## src/rtl/dsp_share_arb.sv

```systemverilog
// Round-robin arbiter sharing one pipelined DSP slice (P = (B+D)*A + C) between NREQ requesters.
// A tag pipeline follows each issued operand set so its DSP result is routed back to the owner.
module dsp_share_arb #(
    parameter int NREQ    = 4,
    parameter int LATENCY = 4
) (
    input  logic                 clk,
    input  logic                 rst_n,
    input  logic                 arb_en,
    input  logic [NREQ-1:0]      req_valid,
    output logic [NREQ-1:0]      req_ready,
    input  logic [NREQ*18-1:0]   req_a,
    input  logic [NREQ*18-1:0]   req_b,
    input  logic [NREQ*18-1:0]   req_d,
    input  logic [NREQ*48-1:0]   req_c,
    output logic [17:0]          dsp_a,
    output logic [17:0]          dsp_b,
    output logic [17:0]          dsp_d,
    output logic [47:0]          dsp_c,
    input  logic [47:0]          dsp_p,
    output logic [NREQ-1:0]      rsp_valid,
    output logic [47:0]          rsp_p,
    output logic [3:0]           inflight
);

    localparam int IDW = (NREQ > 1) ? $clog2(NREQ) : 1;

    logic [IDW-1:0]  ptr_q, ptr_d;
    logic [IDW-1:0]  cand;
    logic [IDW-1:0]  grantIdx;
    logic            grantHit;

    logic [17:0]     dspA_q, dspA_d;
    logic [17:0]     dspB_q, dspB_d;
    logic [17:0]     dspD_q, dspD_d;
    logic [47:0]     dspC_q, dspC_d;

    logic [LATENCY:0] tagValid_q, tagValid_d;
    logic [IDW-1:0]   tagId_q [LATENCY+1];
    logic [IDW-1:0]   tagId_d [LATENCY+1];

    logic [NREQ-1:0] rspValid_q, rspValid_d;
    logic [47:0]     rspP_q, rspP_d;
    logic [3:0]      inflight_q, inflight_d;

    // Search starts just after the last winner; reset also blocks grants so nothing is accepted then.
    always_comb begin
        grantHit  = 1'b0;
        grantIdx  = '0;
        cand      = '0;
        req_ready = '0;
        if (rst_n && arb_en) begin
            for (int k = 1; k <= NREQ; k++) begin
                cand = IDW'((int'(ptr_q) + k) % NREQ);
                if (!grantHit && req_valid[cand]) begin
                    grantHit = 1'b1;
                    grantIdx = cand;
                end
            end
        end
        if (grantHit) begin
            req_ready[grantIdx] = 1'b1;
        end
    end

    always_comb begin
        ptr_d      = ptr_q;
        dspA_d     = dspA_q;
        dspB_d     = dspB_q;
        dspD_d     = dspD_q;
        dspC_d     = dspC_q;
        tagValid_d = {tagValid_q[LATENCY-1:0], grantHit};
        tagId_d[0] = grantIdx;
        for (int k = 1; k <= LATENCY; k++) begin
            tagId_d[k] = tagId_q[k-1];
        end
        if (grantHit) begin
            ptr_d  = grantIdx;
            dspA_d = req_a[18*grantIdx +: 18];
            dspB_d = req_b[18*grantIdx +: 18];
            dspD_d = req_d[18*grantIdx +: 18];
            dspC_d = req_c[48*grantIdx +: 48];
        end

        // The last tag stage lines up with the DSP result for that same operation.
        rspValid_d = '0;
        rspP_d     = rspP_q;
        if (tagValid_q[LATENCY]) begin
            rspValid_d[tagId_q[LATENCY]] = 1'b1;
            rspP_d                       = dsp_p;
        end

        inflight_d = inflight_q;
        case ({grantHit, |rspValid_q})
            2'b10:   inflight_d = inflight_q + 4'd1;
            2'b01:   inflight_d = inflight_q - 4'd1;
            default: inflight_d = inflight_q;
        endcase
    end

    always_ff @(posedge clk or negedge rst_n) begin
        if (!rst_n) begin
            ptr_q      <= IDW'(NREQ - 1);
            dspA_q     <= '0;
            dspB_q     <= '0;
            dspD_q     <= '0;
            dspC_q     <= '0;
            tagValid_q <= '0;
            for (int k = 0; k <= LATENCY; k++) begin
                tagId_q[k] <= '0;
            end
            rspValid_q <= '0;
            rspP_q     <= '0;
            inflight_q <= '0;
        end else begin
            ptr_q      <= ptr_d;
            dspA_q     <= dspA_d;
            dspB_q     <= dspB_d;
            dspD_q     <= dspD_d;
            dspC_q     <= dspC_d;
            tagValid_q <= tagValid_d;
            for (int k = 0; k <= LATENCY; k++) begin
                tagId_q[k] <= tagId_d[k];
            end
            rspValid_q <= rspValid_d;
            rspP_q     <= rspP_d;
            inflight_q <= inflight_d;
        end
    end

    assign dsp_a     = dspA_q;
    assign dsp_b     = dspB_q;
    assign dsp_d     = dspD_q;
    assign dsp_c     = dspC_q;
    assign rsp_valid = rspValid_q;
    assign rsp_p     = rspP_q;
    assign inflight  = inflight_q;

endmodule

```

## config.mk

```make
export PLATFORM = sky130hd
export DESIGN_NAME = dsp_share_arb
export DESIGN_NICKNAME = d
export VERILOG_FILES = /design/src/rtl/dsp_share_arb.sv
export SDC_FILE = /design/constraint.sdc
export NUM_CORES = 1
export LEC_CHECK = 0
export CAP_MARGIN = 10
export CORE_AREA = 2 2 242 244
export CTS_BUF_LIST = sky130_fd_sc_hd__clkbuf_4
export DETAILED_ROUTE_END_ITERATION = 10
export DIE_AREA = 0 0 244 246
export PLACE_DENSITY = 0.47
export SYNTH_ARGS = -nofsm -noshare
export SYNTH_HDL_FRONTEND = slang
export SYNTH_SLANG_ARGS = --single-unit
```

## constraint.sdc

```tcl
create_clock -name clk -period 2.38 [get_ports clk]
set_input_delay 0.238 -clock clk [delete_from_list [all_inputs] [get_ports clk]]
set_output_delay 0.238 -clock clk [all_outputs]
set_load 0.005 [all_outputs]
```

Word-level counts from Yosys, hierarchy flattened --
Cells that the tools add are included.
Cells by class: add/sub/neg operators 6, multipliers 2, order comparisons 8, equality and inequality tests 2, shift-type cells 4, mux-type cells 28, reduce and logical (&&, ||, !) cells 11
Operator list (number):
- 72-bit by 8-bit variable part select with 18-bit output | 3
- 192-bit by 9-bit variable part select with 48-bit output | 1
- 2-bit by 3-bit less-than comparator with 1-bit output, second input constant | 6
- 1-bit 2-to-1 mux | 14
- 2-bit 2-to-1 mux | 5
- 1-bit binary-select mux with 2-bit select | 4
- 4-bit 2-to-1 mux | 2
- 4-bit case mux with 2 select lines | 1
- 1-bit logical AND | 6
- 4-bit by 2-bit multiplier with 6-bit output, first input constant | 1
- 2-bit by 1-bit adder with 2-bit output, second input constant | 2
- 2-bit adder, second input constant | 2
- 4-bit by 1-bit adder with 4-bit output, second input constant | 1
- 1-bit demux with 2-bit select | 2
- 2-bit by 1-bit >= comparator with 1-bit output, second input constant | 2
- 2-bit by 2-bit multiplier with 4-bit output, first input constant | 1
- 4-bit OR reduction | 1
- 4-bit by 1-bit subtractor with 4-bit output, second input constant | 1
- 1-bit zero test | 3
- 2-bit by 1-bit equality test with 1-bit output, second input constant | 1
- 2-bit equality test, second input constant | 1
- 2-bit nonzero test | 1
Storage, ports and cells: register bits 175, input port bits 463, output and inout bits 162, word-level logic and storage cells 75

Depth between registers and ports, before layout --
depth after elaboration 22, depth in mapped cells 10, gate-level depth less buffers 9

Worst setup path after synthesis --
Ideal clock, no wire load.
path type input port to flip-flop, start input port req_valid[0], end register inflight_q[2], in the netlist inflight[2], library setup time 0.126 ns, arrival 2.147 ns, required time 2.254 ns, slack 0.106 ns, stages on the path 10, path buffers 1, cell sequence or2_1 -> o31ai_2 -> clkbuf_1 -> ha_1 -> xor2_1 -> ha_1 -> a21oi_1 -> xor2_1 -> nor2_1 -> xor2_1
On the way: word-level cells in the longest chain between the ends 18, elaborated cells between the ends (all ways) 26, classes of those cells eq/ne: 2; mux: 17; reduce/logical: 7
RTL lines:
- start, declared | line 10 | input logic [NREQ-1:0] req_valid,
- 1-bit binary-select mux with 2-bit select | line 55 | if (!grantHit && req_valid[cand]) begin
- 1-bit 2-to-1 mux (implied by the code) | line 55
- 1-bit 2-to-1 mux | line 55
- 1-bit 2-to-1 mux | line 52 | if (rst_n && arb_en) begin
- 1-bit zero test | line 55
- 1-bit logical AND | line 55
- 1-bit 2-to-1 mux | line 55
- 1-bit 2-to-1 mux | line 52
- [2 not listed]
- 1-bit 2-to-1 mux | line 55
- 1-bit 2-to-1 mux | line 52
- 1-bit zero test | line 55
- 1-bit logical AND | line 55
- 1-bit 2-to-1 mux (*) | line 55
- 1-bit 2-to-1 mux (*) | line 52
- 2-bit by 1-bit equality test with 1-bit output or 2-bit equality test (tied branches) | line 94 | case ({grantHit, |rspValid_q})
- 4-bit case mux with 2 select lines or 2-bit nonzero test (tied branches)
- end signal, assigned | line 127 | inflight_q <= inflight_d;
- end, declared | line 44 | logic [3:0] inflight_q, inflight_d;
Mark *: on every way between the ends. The rest lies on a longest branch, timed or not. The select of a mux whose other input is x is not followed. A chain may end at the register's enable or synchronous reset.

Final worst setup path --
start register ptr_q[1], end output port req_ready[1]
On the way: word-level cells in the longest chain between the ends 22, elaborated cells between the ends (all ways) 37, classes of those cells add/sub: 4; order compare: 2; mux: 24; reduce/logical: 7
RTL lines:
- start, declared | line 28 | logic [IDW-1:0] ptr_q, ptr_d;
- start signal, assigned | line 103 | ptr_q <= IDW'(NREQ - 1);
- start signal, assigned | line 116 | ptr_q <= ptr_d;
- 2-bit by 1-bit adder with 2-bit output | line 54 | cand = IDW'((int'(ptr_q) + k) % NREQ);
- 1-bit binary-select mux with 2-bit select | line 55
- 1-bit 2-to-1 mux (implied by the code) | line 55
- 1-bit 2-to-1 mux | line 55
- 1-bit 2-to-1 mux | line 52
- 1-bit zero test | line 55
- 1-bit logical AND | line 55
- 1-bit 2-to-1 mux | line 55
- [7 not listed]
- 2-bit 2-to-1 mux (*) | line 55
- 2-bit 2-to-1 mux (*) | line 52
- via grantIdx[1] | line 30 | logic [IDW-1:0] grantIdx;
- 2-bit by 3-bit less-than comparator with 1-bit output (implied by the code) or 2-bit by 1-bit >= comparator with 1-bit output (tied branches) | line 62 | req_ready[grantIdx] = 1'b1;
- 1-bit logical AND (implied by the code) | line 62
- 1-bit 2-to-1 mux (implied by the code) | line 62
- 1-bit demux with 2-bit select (*) | line 62
- 4-bit 2-to-1 mux (*) | line 61 | if (grantHit) begin
- end, declared | line 11 | output logic [NREQ-1:0] req_ready,
The timed path passes the listed nets; every way through them passes the cells marked *. The select of a mux whose other input is x is not followed.

==> results.md <==
- Layout cell share with drive strength beyond 1: 13.05%
- Synth-to-Final Area Change: 94.32%
- Synth cell count leaders: 204 x mux2i_1, 173 x dfrtp_1, 106 x nand2_1
- Clock power frac: between 15 and 20%
- First-pass GRT wire length: between 60000 and 70000 um
- Worst-Margin Slew: 0.9231 ns
- Clk root buf: clkbuf_4
- Synth Instances: approximately 750
- ANT nets after route: 0
- NetSw: between 3 and 4 mW
- Global-route met2 utilization: 24.94%
- Horiz. Die Dim: 244 um
- Count leader, synth: mux2i_1
- Sink Count: 175
- Synth Register Bits: 175
- Routing usage on met1: 15.13%
- Critical Path Source Type: flip-flop
- Vias per cell: 4.081
- Core Footprint: 0.05737 mm^2
- Via count: between 9000 and 10000
- Routed WL per cell: 20.01 um
- GRT overflow: 0
- Final WS setup: -0.2906 ns
- Mapped Nets: 1218
- Num ports: 625
- Reg-to-reg endpoint: dsp_a[16]
- # H-tree levels: 4
- Seq/Total Area, Yosys: 48.98%
- Met3 Usage GRT: 4.760%
- Crit path DAT: between 2 and 2.5 ns
- Initial Util: between 10% and 20%
- Area contributors post-synth: dfrtp_1 48%, mux2i_1 23%, o221ai_1 10%
- CP Class: reg2out
- Post-layout util: 30.30%
- Post-synth EDFFs: 0
- Top achievable clock speed: 374.4 MHz
- GPL Wtd Cong: 0.8024
- DR iter-0 viols: 308
- Minimum clock period: ~2.7 ns
- Vias in the first global route: 9606
- Reg power frac: 36.8%
- Dominant cell type by area after synthesis: dfrtp_1
- Power Internal: 7.517 mW
- Power density cells: 642.7 mW/mm^2
- Final WL: between 40000 and 50000 um
- Share of the synthesized area in the top cell type: between 40 and 50%
- Switching part of the total: 32.72%
- R2R Path Start: ptr_q[0]
- Setup Viol. Count Final: 4
- Critical path endpoint category: primary output
- Combinational share of power: 44.7%
- Hold_ws: 0.1235 ns
- FP Rows: 88
- Status: finished, violations left
- Top_reg_cell synth: dfrtp_1
- CP Max Fanout: 5
- R2r setup slk: about 0.030 ns
- Final nets: around 1900
- Synth warn: 0
- Initial antenna violation count: 4
- Port bufs: around 620
- Tot Pwr: 11.17 mW
- Maxcap violations: 0
- Avg Cell Area, Syn: 11.90 um^2
- Final worst-path cycle share: 112.2%
- Detailed Routing Iterations Pass 1: 5
- Clock Path Buffers: 2
- CTS tree: done
- Worst Reg2Reg Path Length in Cells: 8
- Clk Latency, worst-skew pair: 0.73 ns
- Worst-path clk slew: 0.16 ns
- Worst Clk Skew: 0.02713 ns
- Failing checks: setup timing
- Total GRT Usage: between 10% and 20%
- Hold Path Stages: 2
- CP required: 2.14 ns
- Die height: 246 um
- Hold path startpoint: dsp_p[29]
- Post-route DRC violation count: 0
- GR peak layer: met2
- Setup WS pre-CTS: -0.3729 ns
- CTS Buf Count: 17
- Die area: 0.06002 mm^2
- Worst hold path class: in2reg
- Pin count of the biggest net entering global routing: 67
- Fraction of registers with async set or reset after synthesis: 100.0%
- Cell variety after synth: 37
- Synth Cell Area: 0.008946 mm^2
- Max-slew violations: 0
- RSZ-0062 raised after global routing: true
- Final Hold Vio Count: 0
- Max VDD drop: between 300 and 400 uV
- Final HPWL DP: 33340 um
- Max_slew headroom: about 38%
- End of the worst hold path: rsp_p[29]
- P_leak: 7.028 nW
[layer usage]
layer / up-vias / part of all wire, %
met5: - / 0
met4: 0 / 2.8
met3: 57 / 7.6
met2: 433 / 51
met1: 4349 / 39
li1: 4212 / -
[sequential cells by signal, summed over array words and instances (netlist names)]
signal,flops
ptr_q,2
rsp_valid,4
tagValid_q,5
dsp_c,48
tagId_d,8
dsp_b,18
dsp_a,18
dsp_d,18
inflight,4
tagId_q,2
rsp_p,48
[area by class of cell]
cell class                      count  area [um^2]
Antenna cell                        5        12.51
Clock buffer                       20        150.1
Clock inverter                     12        172.7
Fill cell                        5911        39980
Inverter                            3        13.76
Multi-Input combinational cell    512         4352
Sequential cell                   175         4383
Tap cell                          765        957.2
Timing Repair Buffer              726         7343
[stage by stage]
stage               instance area, um^2  TNS, ns  std cells
finish                            17380   -1.017       2218
global placement                  16560   -21.27       2147
floorplan                          8946        0        752
CTS                               17200   -10.58       2207
global route                      17380   -3.805       2218
detailed placement                16560   -25.64       2147
[power groups by stage]
| stage | combinational [mW] | sequential [mW] | clock (mW) |
|---|---|---|---|
| finish | 5.00 | 4.11 | 2.07 |
| global route | 5.37 | 4.20 | 2.31 |
| CTS | 5.00 | 4.11 | 2.20 |
| detailed placement | 4.90 | 4.15 | 0 |
| global placement | 4.89 | 4.14 | 0 |
| floorplan | 1.73 | 4.14 | 0 |
[timing repair]
item                                   4_1_cts  5_1_grt
hold buffers                                20        0
setup endpoints to repair                    4      106
pin swaps                                    5        4
endpoints found under the hold margin       83        0
gates cloned                                 0        5
resized for setup                           34       11
setup buffers                               11        3
[how the worst max path moves through the flow]
stage / start / end / slack, ns / cells past startpoint
finish: ptr_q[1] / req_ready[1] / -0.29 / 8
floorplan: req_valid[0] / inflight[2] / 0.11 / 10
CTS: ptr_q[0] / req_ready[3] / -0.43 / 7
global route: ptr_q[1] / req_ready[1] / -0.48 / 8
global placement: req_valid[0] / req_ready[3] / -0.34 / 8
detailed placement: req_valid[0] / req_ready[3] / -0.37 / 8
[critical path, stage by stage (launching register included)]
cell	delay, ns
dfstp_2	0.61
nand2b_4	0.15
a21oi_4	0.06
o311ai_4	0.34
buf_12	0.18
buf_8	0.11
inv_4	0.03
nor3_4	0.11
buf_6	0.12
[placed cells by master (no fill, tap or decap), types with 3 or more instances in the layout]
cell type	n
clkdlybuf4s50_1	619
mux2i_1	204
dfrtp_1	172
nand2_1	105
o221ai_1	100
buf_4	58
mux2_2	49
clkbuf_4	20
dlygate4sd3_1	20
buf_12	13
nor2_1	6
buf_6	6
diode_2	5
nand2b_1	4
xor2_1	4
inv_6	4
a21oi_1	3
nor2b_1	3
ha_1	3
bufinv_16	3
clkbuf_16	3
[cell families after synthesis]
family                   Yosys count  share of synthesized area, %
XOR/XNOR                           5                        0.4895
buffers and inverters             65                         3.483
AO/OA/AOI/OAI                    116                         11.26
multiplexers                     253                         28.99
AND/OR/NAND/NOR                  135                         6.378
adder cells (fa/ha/maj)            3                        0.4196
flip-flops                       175                         48.98
Power figures use the tool's default switching activity.
